[config.mk]
export PLATFORM = sky130hd
export DESIGN_NAME = sha256_core
export DESIGN_NICKNAME = d
export VERILOG_FILES = /design/src/rtl/sha256_core.sv
export SDC_FILE = /design/constraint.sdc
export NUM_CORES = 2
export LEC_CHECK = 0
export BUFFER_PORTS_ARGS = -buffer_cell sky130_fd_sc_hd__clkbuf_2
export CAP_MARGIN = 5
export CORE_ASPECT_RATIO = 1.4
export CORE_MARGIN = 2
export CORE_UTILIZATION = 64
export DETAILED_ROUTE_END_ITERATION = 8
export PLACE_DENSITY = 0.9
export SLEW_MARGIN = 20
export SYNTH_ARGS = -nofsm -noshare
export SYNTH_HDL_FRONTEND = slang
export SYNTH_SLANG_ARGS = --single-unit
[constraint.sdc]
create_clock -name clk -period 28.3 [get_ports clk]
set_input_delay 5.66 -clock clk [delete_from_list [all_inputs] [get_ports clk]]
set_output_delay 5.66 -clock clk [all_outputs]
set_load 0.03 [all_outputs]
[src/rtl/sha256_core.sv]
// sha256_core: single-block SHA-256 compression, one round per clock; define SHA256_CHAIN_EN to add `first` for multi-block chaining.
// Latency 65 clocks start->done; start is ignored while busy and in the done cycle (no queuing), next block accepted the cycle after done.
module sha256_core (
   input  logic         clk,
   input  logic         rst_n,
   input  logic         start,
   input  logic [511:0] message,
`ifdef SHA256_CHAIN_EN
   input  logic         first,
`endif
   output logic         busy,
   output logic         done,
   output logic [255:0] digest
);

   localparam logic [255:0] IV = 256'h6a09e667_bb67ae85_3c6ef372_a54ff53a_510e527f_9b05688c_1f83d9ab_5be0cd19;

   typedef enum logic {IDLE, RUN} state_t;

   function automatic logic [31:0] rotr(input logic [31:0] x, input int n);
      return (x >> n) | (x << (32 - n));
   endfunction

   function automatic logic [31:0] bsig0(input logic [31:0] x);
      return rotr(x, 2) ^ rotr(x, 13) ^ rotr(x, 22);
   endfunction

   function automatic logic [31:0] bsig1(input logic [31:0] x);
      return rotr(x, 6) ^ rotr(x, 11) ^ rotr(x, 25);
   endfunction

   function automatic logic [31:0] ssig0(input logic [31:0] x);
      return rotr(x, 7) ^ rotr(x, 18) ^ (x >> 3);
   endfunction

   function automatic logic [31:0] ssig1(input logic [31:0] x);
      return rotr(x, 17) ^ rotr(x, 19) ^ (x >> 10);
   endfunction

   function automatic logic [31:0] k_rom(input logic [5:0] t);
      logic [31:0] k;
      case (t)
         6'd0:  k = 32'h428a2f98;  6'd1:  k = 32'h71374491;  6'd2:  k = 32'hb5c0fbcf;  6'd3:  k = 32'he9b5dba5;
         6'd4:  k = 32'h3956c25b;  6'd5:  k = 32'h59f111f1;  6'd6:  k = 32'h923f82a4;  6'd7:  k = 32'hab1c5ed5;
         6'd8:  k = 32'hd807aa98;  6'd9:  k = 32'h12835b01;  6'd10: k = 32'h243185be;  6'd11: k = 32'h550c7dc3;
         6'd12: k = 32'h72be5d74;  6'd13: k = 32'h80deb1fe;  6'd14: k = 32'h9bdc06a7;  6'd15: k = 32'hc19bf174;
         6'd16: k = 32'he49b69c1;  6'd17: k = 32'hefbe4786;  6'd18: k = 32'h0fc19dc6;  6'd19: k = 32'h240ca1cc;
         6'd20: k = 32'h2de92c6f;  6'd21: k = 32'h4a7484aa;  6'd22: k = 32'h5cb0a9dc;  6'd23: k = 32'h76f988da;
         6'd24: k = 32'h983e5152;  6'd25: k = 32'ha831c66d;  6'd26: k = 32'hb00327c8;  6'd27: k = 32'hbf597fc7;
         6'd28: k = 32'hc6e00bf3;  6'd29: k = 32'hd5a79147;  6'd30: k = 32'h06ca6351;  6'd31: k = 32'h14292967;
         6'd32: k = 32'h27b70a85;  6'd33: k = 32'h2e1b2138;  6'd34: k = 32'h4d2c6dfc;  6'd35: k = 32'h53380d13;
         6'd36: k = 32'h650a7354;  6'd37: k = 32'h766a0abb;  6'd38: k = 32'h81c2c92e;  6'd39: k = 32'h92722c85;
         6'd40: k = 32'ha2bfe8a1;  6'd41: k = 32'ha81a664b;  6'd42: k = 32'hc24b8b70;  6'd43: k = 32'hc76c51a3;
         6'd44: k = 32'hd192e819;  6'd45: k = 32'hd6990624;  6'd46: k = 32'hf40e3585;  6'd47: k = 32'h106aa070;
         6'd48: k = 32'h19a4c116;  6'd49: k = 32'h1e376c08;  6'd50: k = 32'h2748774c;  6'd51: k = 32'h34b0bcb5;
         6'd52: k = 32'h391c0cb3;  6'd53: k = 32'h4ed8aa4a;  6'd54: k = 32'h5b9cca4f;  6'd55: k = 32'h682e6ff3;
         6'd56: k = 32'h748f82ee;  6'd57: k = 32'h78a5636f;  6'd58: k = 32'h84c87814;  6'd59: k = 32'h8cc70208;
         6'd60: k = 32'h90befffa;  6'd61: k = 32'ha4506ceb;  6'd62: k = 32'hbef9a3f7;  6'd63: k = 32'hc67178f2;
         default: k = '0;
      endcase
      return k;
   endfunction

   state_t        state_q, state_d;
   logic [6:0]    cnt_q, cnt_d;
   logic [31:0]   a_q, b_q, c_q, d_q, e_q, f_q, g_q, h_q;
   logic [31:0]   a_d, b_d, c_d, d_d, e_d, f_d, g_d, h_d;
   logic [31:0]   w_q [16];
   logic [31:0]   w_d [16];
   logic          busy_q, busy_d;
   logic          done_q, done_d;
   logic [255:0]  digest_q, digest_d;
   logic [255:0]  init_hv, base_hv;
   logic [31:0]   t1, t2, a_nx, e_nx, w_new;

`ifdef SHA256_CHAIN_EN
   logic          first_q, first_d;

   // Chained blocks start from, and fold into, the previous digest.
   assign init_hv = first ? IV : digest_q;
   assign base_hv = first_q ? IV : digest_q;
`else
   assign init_hv = IV;
   assign base_hv = IV;
`endif

   assign t1    = h_q + bsig1(e_q) + ((e_q & f_q) ^ (~e_q & g_q)) + k_rom(cnt_q[5:0]) + w_q[0];
   assign t2    = bsig0(a_q) + ((a_q & b_q) ^ (a_q & c_q) ^ (b_q & c_q));
   assign a_nx  = t1 + t2;
   assign e_nx  = d_q + t1;
   // w_q[0] is always W[t]; the new tail word is W[t+16].
   assign w_new = ssig1(w_q[14]) + w_q[9] + ssig0(w_q[1]) + w_q[0];

   always_comb begin
      state_d  = state_q;
      cnt_d    = cnt_q;
      a_d = a_q; b_d = b_q; c_d = c_q; d_d = d_q;
      e_d = e_q; f_d = f_q; g_d = g_q; h_d = h_q;
      w_d      = w_q;
      busy_d   = busy_q;
      done_d   = 1'b0;
      digest_d = digest_q;
`ifdef SHA256_CHAIN_EN
      first_d  = first_q;
`endif
      case (state_q)
         IDLE: begin
            if (start) begin
               for (int i = 0; i < 16; i++) w_d[i] = message[511 - 32*i -: 32];
               {a_d, b_d, c_d, d_d, e_d, f_d, g_d, h_d} = init_hv;
`ifdef SHA256_CHAIN_EN
               first_d = first;
`endif
               cnt_d   = '0;
               busy_d  = 1'b1;
               state_d = RUN;
            end
         end
         RUN: begin
            if (!cnt_q[6]) begin
               a_d = a_nx; b_d = a_q; c_d = b_q; d_d = c_q;
               e_d = e_nx; f_d = e_q; g_d = f_q; h_d = g_q;
               for (int i = 0; i < 15; i++) w_d[i] = w_q[i + 1];
               w_d[15] = w_new;
               cnt_d   = cnt_q + 7'd1;
               if (cnt_q == 7'd63) begin
                  busy_d   = 1'b0;
                  done_d   = 1'b1;
                  digest_d = {base_hv[255:224] + a_nx, base_hv[223:192] + a_q,
                              base_hv[191:160] + b_q,  base_hv[159:128] + c_q,
                              base_hv[127:96]  + e_nx, base_hv[95:64]   + e_q,
                              base_hv[63:32]   + f_q,  base_hv[31:0]    + g_q};
               end
            end else begin
               // Done cycle: still in RUN so a start here is dropped.
               state_d = IDLE;
            end
         end
         default: state_d = IDLE;
      endcase
   end

   always_ff @(posedge clk or negedge rst_n) begin
      if (!rst_n) begin
         state_q  <= IDLE;
         cnt_q    <= '0;
         a_q <= '0; b_q <= '0; c_q <= '0; d_q <= '0;
         e_q <= '0; f_q <= '0; g_q <= '0; h_q <= '0;
         for (int i = 0; i < 16; i++) w_q[i] <= '0;
         busy_q   <= 1'b0;
         done_q   <= 1'b0;
         digest_q <= '0;
`ifdef SHA256_CHAIN_EN
         first_q  <= 1'b0;
`endif
      end else begin
         state_q  <= state_d;
         cnt_q    <= cnt_d;
         a_q <= a_d; b_q <= b_d; c_q <= c_d; d_q <= d_d;
         e_q <= e_d; f_q <= f_d; g_q <= g_d; h_q <= h_d;
         for (int i = 0; i < 16; i++) w_q[i] <= w_d[i];
         busy_q   <= busy_d;
         done_q   <= done_d;
         digest_q <= digest_d;
`ifdef SHA256_CHAIN_EN
         first_q  <= first_d;
`endif
      end
   end

   assign busy   = busy_q;
   assign done   = done_q;
   assign digest = digest_q;

endmodule

* Word level (Yosys, flattened, before mapping)
Memory sizes are Yosys's and may differ from the RTL's.
Cells that the tools add are included.
** Operators by class
- $add $sub $neg :: 19
- Equal/unequal tests :: 4
- Multiplexer cells :: 40
- Bitwise logic cells :: 29
- Reduce and logical (&&, ||, !) cells :: 3
** Operator list (number)
- 512-bit 2-to-1 mux :: 2
- 512-bit one-hot mux with 2 select lines :: 1
- 32-bit 2-to-1 mux :: 16
- 32-bit one-hot mux with 2 select lines :: 8
- 32-bit adder :: 10
- 32-bit bitwise XOR :: 9
- 32-bit AND :: 5
- 31-bit by 32-bit adder with 32-bit output (first input constant) :: 3
- 32-bit adder (first input constant) :: 3
- 29-bit by 32-bit adder with 32-bit output (first input constant) :: 1
- 30-bit by 32-bit adder with 32-bit output (first input constant) :: 1
- 32-bit inverter :: 1
- 10-bit by 32-bit OR with 32-bit output :: 1
- 13-bit by 32-bit OR with 32-bit output :: 1
- 14-bit by 32-bit OR with 32-bit output :: 1
- 15-bit by 32-bit OR with 32-bit output :: 1
- 19-bit by 32-bit OR with 32-bit output :: 1
- 21-bit by 32-bit OR with 32-bit output :: 1
- 25-bit by 32-bit OR with 32-bit output :: 1
- 26-bit by 32-bit OR with 32-bit output :: 1
- 30-bit by 32-bit OR with 32-bit output :: 1
- 7-bit by 32-bit OR with 32-bit output :: 1
- 32-bit by 22-bit bitwise XOR with 32-bit output :: 1
- 32-bit by 29-bit bitwise XOR with 32-bit output :: 1
- other kinds (11) :: 23
** Word-level totals
- Bits in registers :: 1034
- Bits in read-only memories :: 2048
- Bits of input ports :: 515
- Output and inout port bits :: 258
- Logic and storage cells :: 126
- Memories kept :: 1
** Memory list
- (no name shown) :: depth 64, width 32, read ports 1, clocked after Yosys merged registers in 0, write ports 0, line 42 : case (t)

* Logic depth before layout (Yosys ltp)
- Depth in word-level cells :: 10
- Depth in mapped cells :: 42
- Depth with buffers taken out :: 41

* Worst setup path after synthesis
No wires, ideal clock.
- Path kind :: reg2reg
- Start :: register cnt_q[2]
- End :: register digest_q[255] (netlist: digest[255])
- Library setup time :: 0.076 ns
- Arrival time :: 8.807 ns
- Data required time :: 28.224 ns
- Setup slack :: 19.417 ns
- Cell stages (with the launch flop) :: 43
- Buffers on the path :: 3
- Period minus slack after synthesis :: 8.883 ns
- Path through :: dfrtp_1 -> clkbuf_1 -> inv_1 -> clkbuf_1 -> clkbuf_1 -> ha_1 -> nor2_1 -> a2bb2oi_1 -> nand2_1 -> o21ai_0 -> o21ai_0 -> fa_1 -> fa_1 -> fa_1 -> inv_1 -> ha_1 -> fa_1 -> nand3_1 -> [... 7 more ...] -> nand2b_1 -> xor2_1 -> inv_1 -> fa_1 -> inv_1 -> ha_1 -> nand2_1 -> nor2_1 -> nand4_1 -> o21ai_1 -> a21oi_1 -> xnor2_1 -> nand3_1 -> or2_2 -> o41ai_2 -> a211oi_1 -> xor2_1 -> o21ai_1
** On the way
- Word-level cells in the longest chain between the ends :: 5
- Elaborated cells between the ends (all ways) :: 7
- Those cells by class :: 4 x add/sub; 1 x eq/ne; 1 x reduce/logical; 1 x memory
** RTL lines
- from (decl) :: line 65 : logic [6:0] cnt_q, cnt_d;
- from (signal assigned) :: line 158 : cnt_q <= cnt_d;
- memory read 64 x 32 bit
- 32-bit adder (2 in series) :: line 87 : assign t1 = h_q + bsig1(e_q) + ((e_q & f_q) ^ (~e_q & g_q)) + k_rom(cnt_q[5:0]) + w_q[0];
- 32-bit adder :: line 89 : assign a_nx = t1 + t2;
- 31-bit by 32-bit adder with 32-bit output :: line 129 : digest_d = {base_hv[255:224] + a_nx, base_hv[223:192] + a_q,
- to (signal assigned) :: line 164 : digest_q <= digest_d;
- to (decl) :: line 72 : logic [255:0] digest_q, digest_d;
Parallel ways exist; a longest one is shown, timed or not.
A chain may end at the register's enable or synchronous reset.

* Final worst setup path
- Start :: register cnt_q[0]
- End :: register digest_q[255] (netlist: digest[255])
The elaborated chain is that of the path after synthesis.

==> results_dict.tcl <==
set metrics [dict create \
    status "finished, violations left" \
    violations "design-rule violations" \
    endpoint_kind "flop" \
    synth.area.top_cells "dfrtp_1 41%, mux2i_1 8.1%, o21ai_0 7.2%" \
    synth_fp_nets 7690 \
    fin_ws_ps 17040 \
    worstSetupStartpointType "flop" \
    core_um2 97800 \
    cts_inserted_buffers 97 \
    post-route-min-period_ps 11260 \
    die_h_um 375 \
    critPathArrivalTime_ps 11920 \
    drt_iter0_drc 6795 \
    die_area_um2 101000 \
    root_buffer "clkbuf_16" \
    dp_hpwl_mm 192 \
    clk_latency_ps 750 \
    grt_max_degree 287 \
    final_util_pct 72.6 \
    yosysTopAreaCell "dfrtp_1" \
    ys.flop_type "dfrtp_1" \
    fmaxAchievable_mhz 88.8 \
    crit_fanout 18 \
    worst-path-buf-inv 4 \
    holdCritPathClass "flop to flop" \
    via_count 57100 \
    finClkSkew_ps 31.1 \
    max_cap_viol_count 0 \
    cp_top_family "adder cells" \
    cts_buffer_depth 3 \
    setup_viol 0 \
    drt_first_pass_iters 9 \
    htree_num_levels 3 \
    area_growth_pct 12.7 \
    cp.required_ps 28960 \
    path_common_cell "fa_1" \
    tightest_slew_ps 1210 \
    synth.distinct_cells 90 \
    grtUsageTotal_pct 51.2 \
    wl_per_cell_um 30.1 \
    synth_edf_count 0 \
    place_ws_ps 17200 \
    grt_pass1_vias 57500 \
    yosys-mux-area-fraction_pct 8.80 \
    yosys_warnings 0 \
    cts-resized-gates 0 \
    drc 4 \
    place_congestion 1.04 \
    slew_headroom_pct 18.5 \
    rr_worst_depth 39 \
    ant_nets 0 \
    rsz0062_at_grt "false" \
    yosysSeqAreaShare_pct 41.1 \
    portBuffers 772 \
    holdPathStages 2 \
    cts_setup_buffers 0 \
    cts_tree "built" \
    timing.final.crit_share_pct 39.8 \
    synth_fa_ha_area_share_pct 9.02 \
    antenna_found_initial 42 \
    dieWidth_um 269 \
    vias_per_cell 6.55 \
    cts.sinks 1034 \
    synth_xor_area_share_pct 7.89 \
    path_class "flop to flop" \
    final_hold_viol_count 0 \
    ys_seq_elements 1034 \
    yosys-top-cells-count "1,196 x nand2_1, 1,034 x dfrtp_1, 901 x o21ai_0, 511 x mux2i_1, 467 x clkbuf_1" \
    syn_area_per_cell_um2 9.22 \
    io_pins 773 \
    critPathSlowestCell "dfrtp_1" \
    placementRows 136 \
    finalMaxSlewViolations 0 \
    cp.depth 39 \
    synth_top_cell_area_share_pct 41.1 \
    yosys.area_share.simple_pct 12.1 \
    whs_ps 479 \
    clkTransAtPathRegs_ps 70 \
    synthArstFlopShare_pct 100 \
    grt_pass1_wl_mm 378 \
    fin_nets 8137 \
    start_util_pct 64.4 \
    synth-compound-area-share_pct 16.0 \
    syn_area_um2 63000 \
    synth_cells 6836 \
    drt_wl_total_mm 262 \
    postCtsHoldBufs 0 \
    synth_top_family_by_area "compound AO/OA/AOI/OAI gates" \
    yosysMostFrequentCell "nand2_1" \
    grt-ovfl-total 0 \
    layout-drive-gt1-share_pct 14.9 \
    setup_tns_ps 0 \
    critPathMaxStageDelay_ps 740 \
]
-- worst paths after layout --
check / from / endpoint / slack (ps)
setup / recovery: cnt_q[0] / digest[255] / 17040
hold / removal: digest[71] / digest[71] / 480
setup reg to reg: cnt_q[0] / digest[255] / 17040
hold reg to reg: digest[71] / digest[71] / 480
max in group asynchronous: rst_n / b_q[25] / 19420
min in group asynchronous: rst_n / e_q[8] / 5000
-- cell usage in the layout (no fill, tap or decap), types with 32 or more instances in the layout --
cell and count:
xnor2_1 337, o211ai_1 56, a22o_1 95, nor2_1 202, a21oi_1 197, clkbuf_16 99
mux2i_1 510, o21a_1 33, a21o_1 94, clkbuf_2 771, nand3_1 142, diode_2 38
a31oi_1 56, ha_1 152, a211oi_1 33, buf_4 72, inv_1 353, nor2b_1 32
xor2_1 230, nand2b_1 39, dfrtp_1 1029, o21ai_0 900, nand2_1 1196, fa_1 187
nor3_1 62
-- tightest hold or removal path, delay by kind of cell, from the launching register on --
family,cells,cell delay (ps)
flops,1,340
simple gates,2,110
-- sequential cells by signal (all words and copies together), names as in the netlist --
register / cells
a_q: 32
b_q: 32
busy: 1
c_q: 32
cnt_q: 7
d_q: 32
digest: 256
done: 1
e_q: 32
f_q: 32
g_q: 32
h_q: 32
state_q: 1
w_q: 512
-- cell type report --
type	count	area, um^2
multi-input cells	4937	33900
fillers	6564	26800
flip-flops and latches	1034	25900
repair buffers	856	4640
clock buffers	135	2810
well taps	1311	1640
inverters	357	1340
clock inverters	46	679
diodes	38	95.1
-- per-stage QoR --
stage / cell area [um^2] / std cells
2_1_floorplan: 63000 / 6836
3_3_place_gp: 67400 / 8493
3_5_place_dp: 67400 / 8493
4_1_cts: 70900 / 8674
5_1_grt: 71000 / 8710
6_report: 71000 / 8714
-- metal layers --
layer	track usage [%]	part of all wire, %
met1	48.5	29
met4	60.8	15
met2	83.0	47
met3	14.3	9.4
met5	0.144	0.021
-- cell families (layout without fill, tap and decap cells) --
| kind of cell | count (synthesis) | after routing |
|---|---|---|
| buffers and inverters | 865 | 1394 |
| and+or+nand+nor | 1802 | 1802 |
| DFF | 1034 | 1034 |
| adders and majority gates | 343 | 343 |
| xor gates and xnor gates | 568 | 568 |
| muxes | 542 | 542 |
| other | 0 | 38 |
| AOI/OAI and AO/OA | 1682 | 1682 |
Power is left out: the tool's default activity adds up to more than one toggle a clock period on the data nets, which glitch-free logic cannot reach.
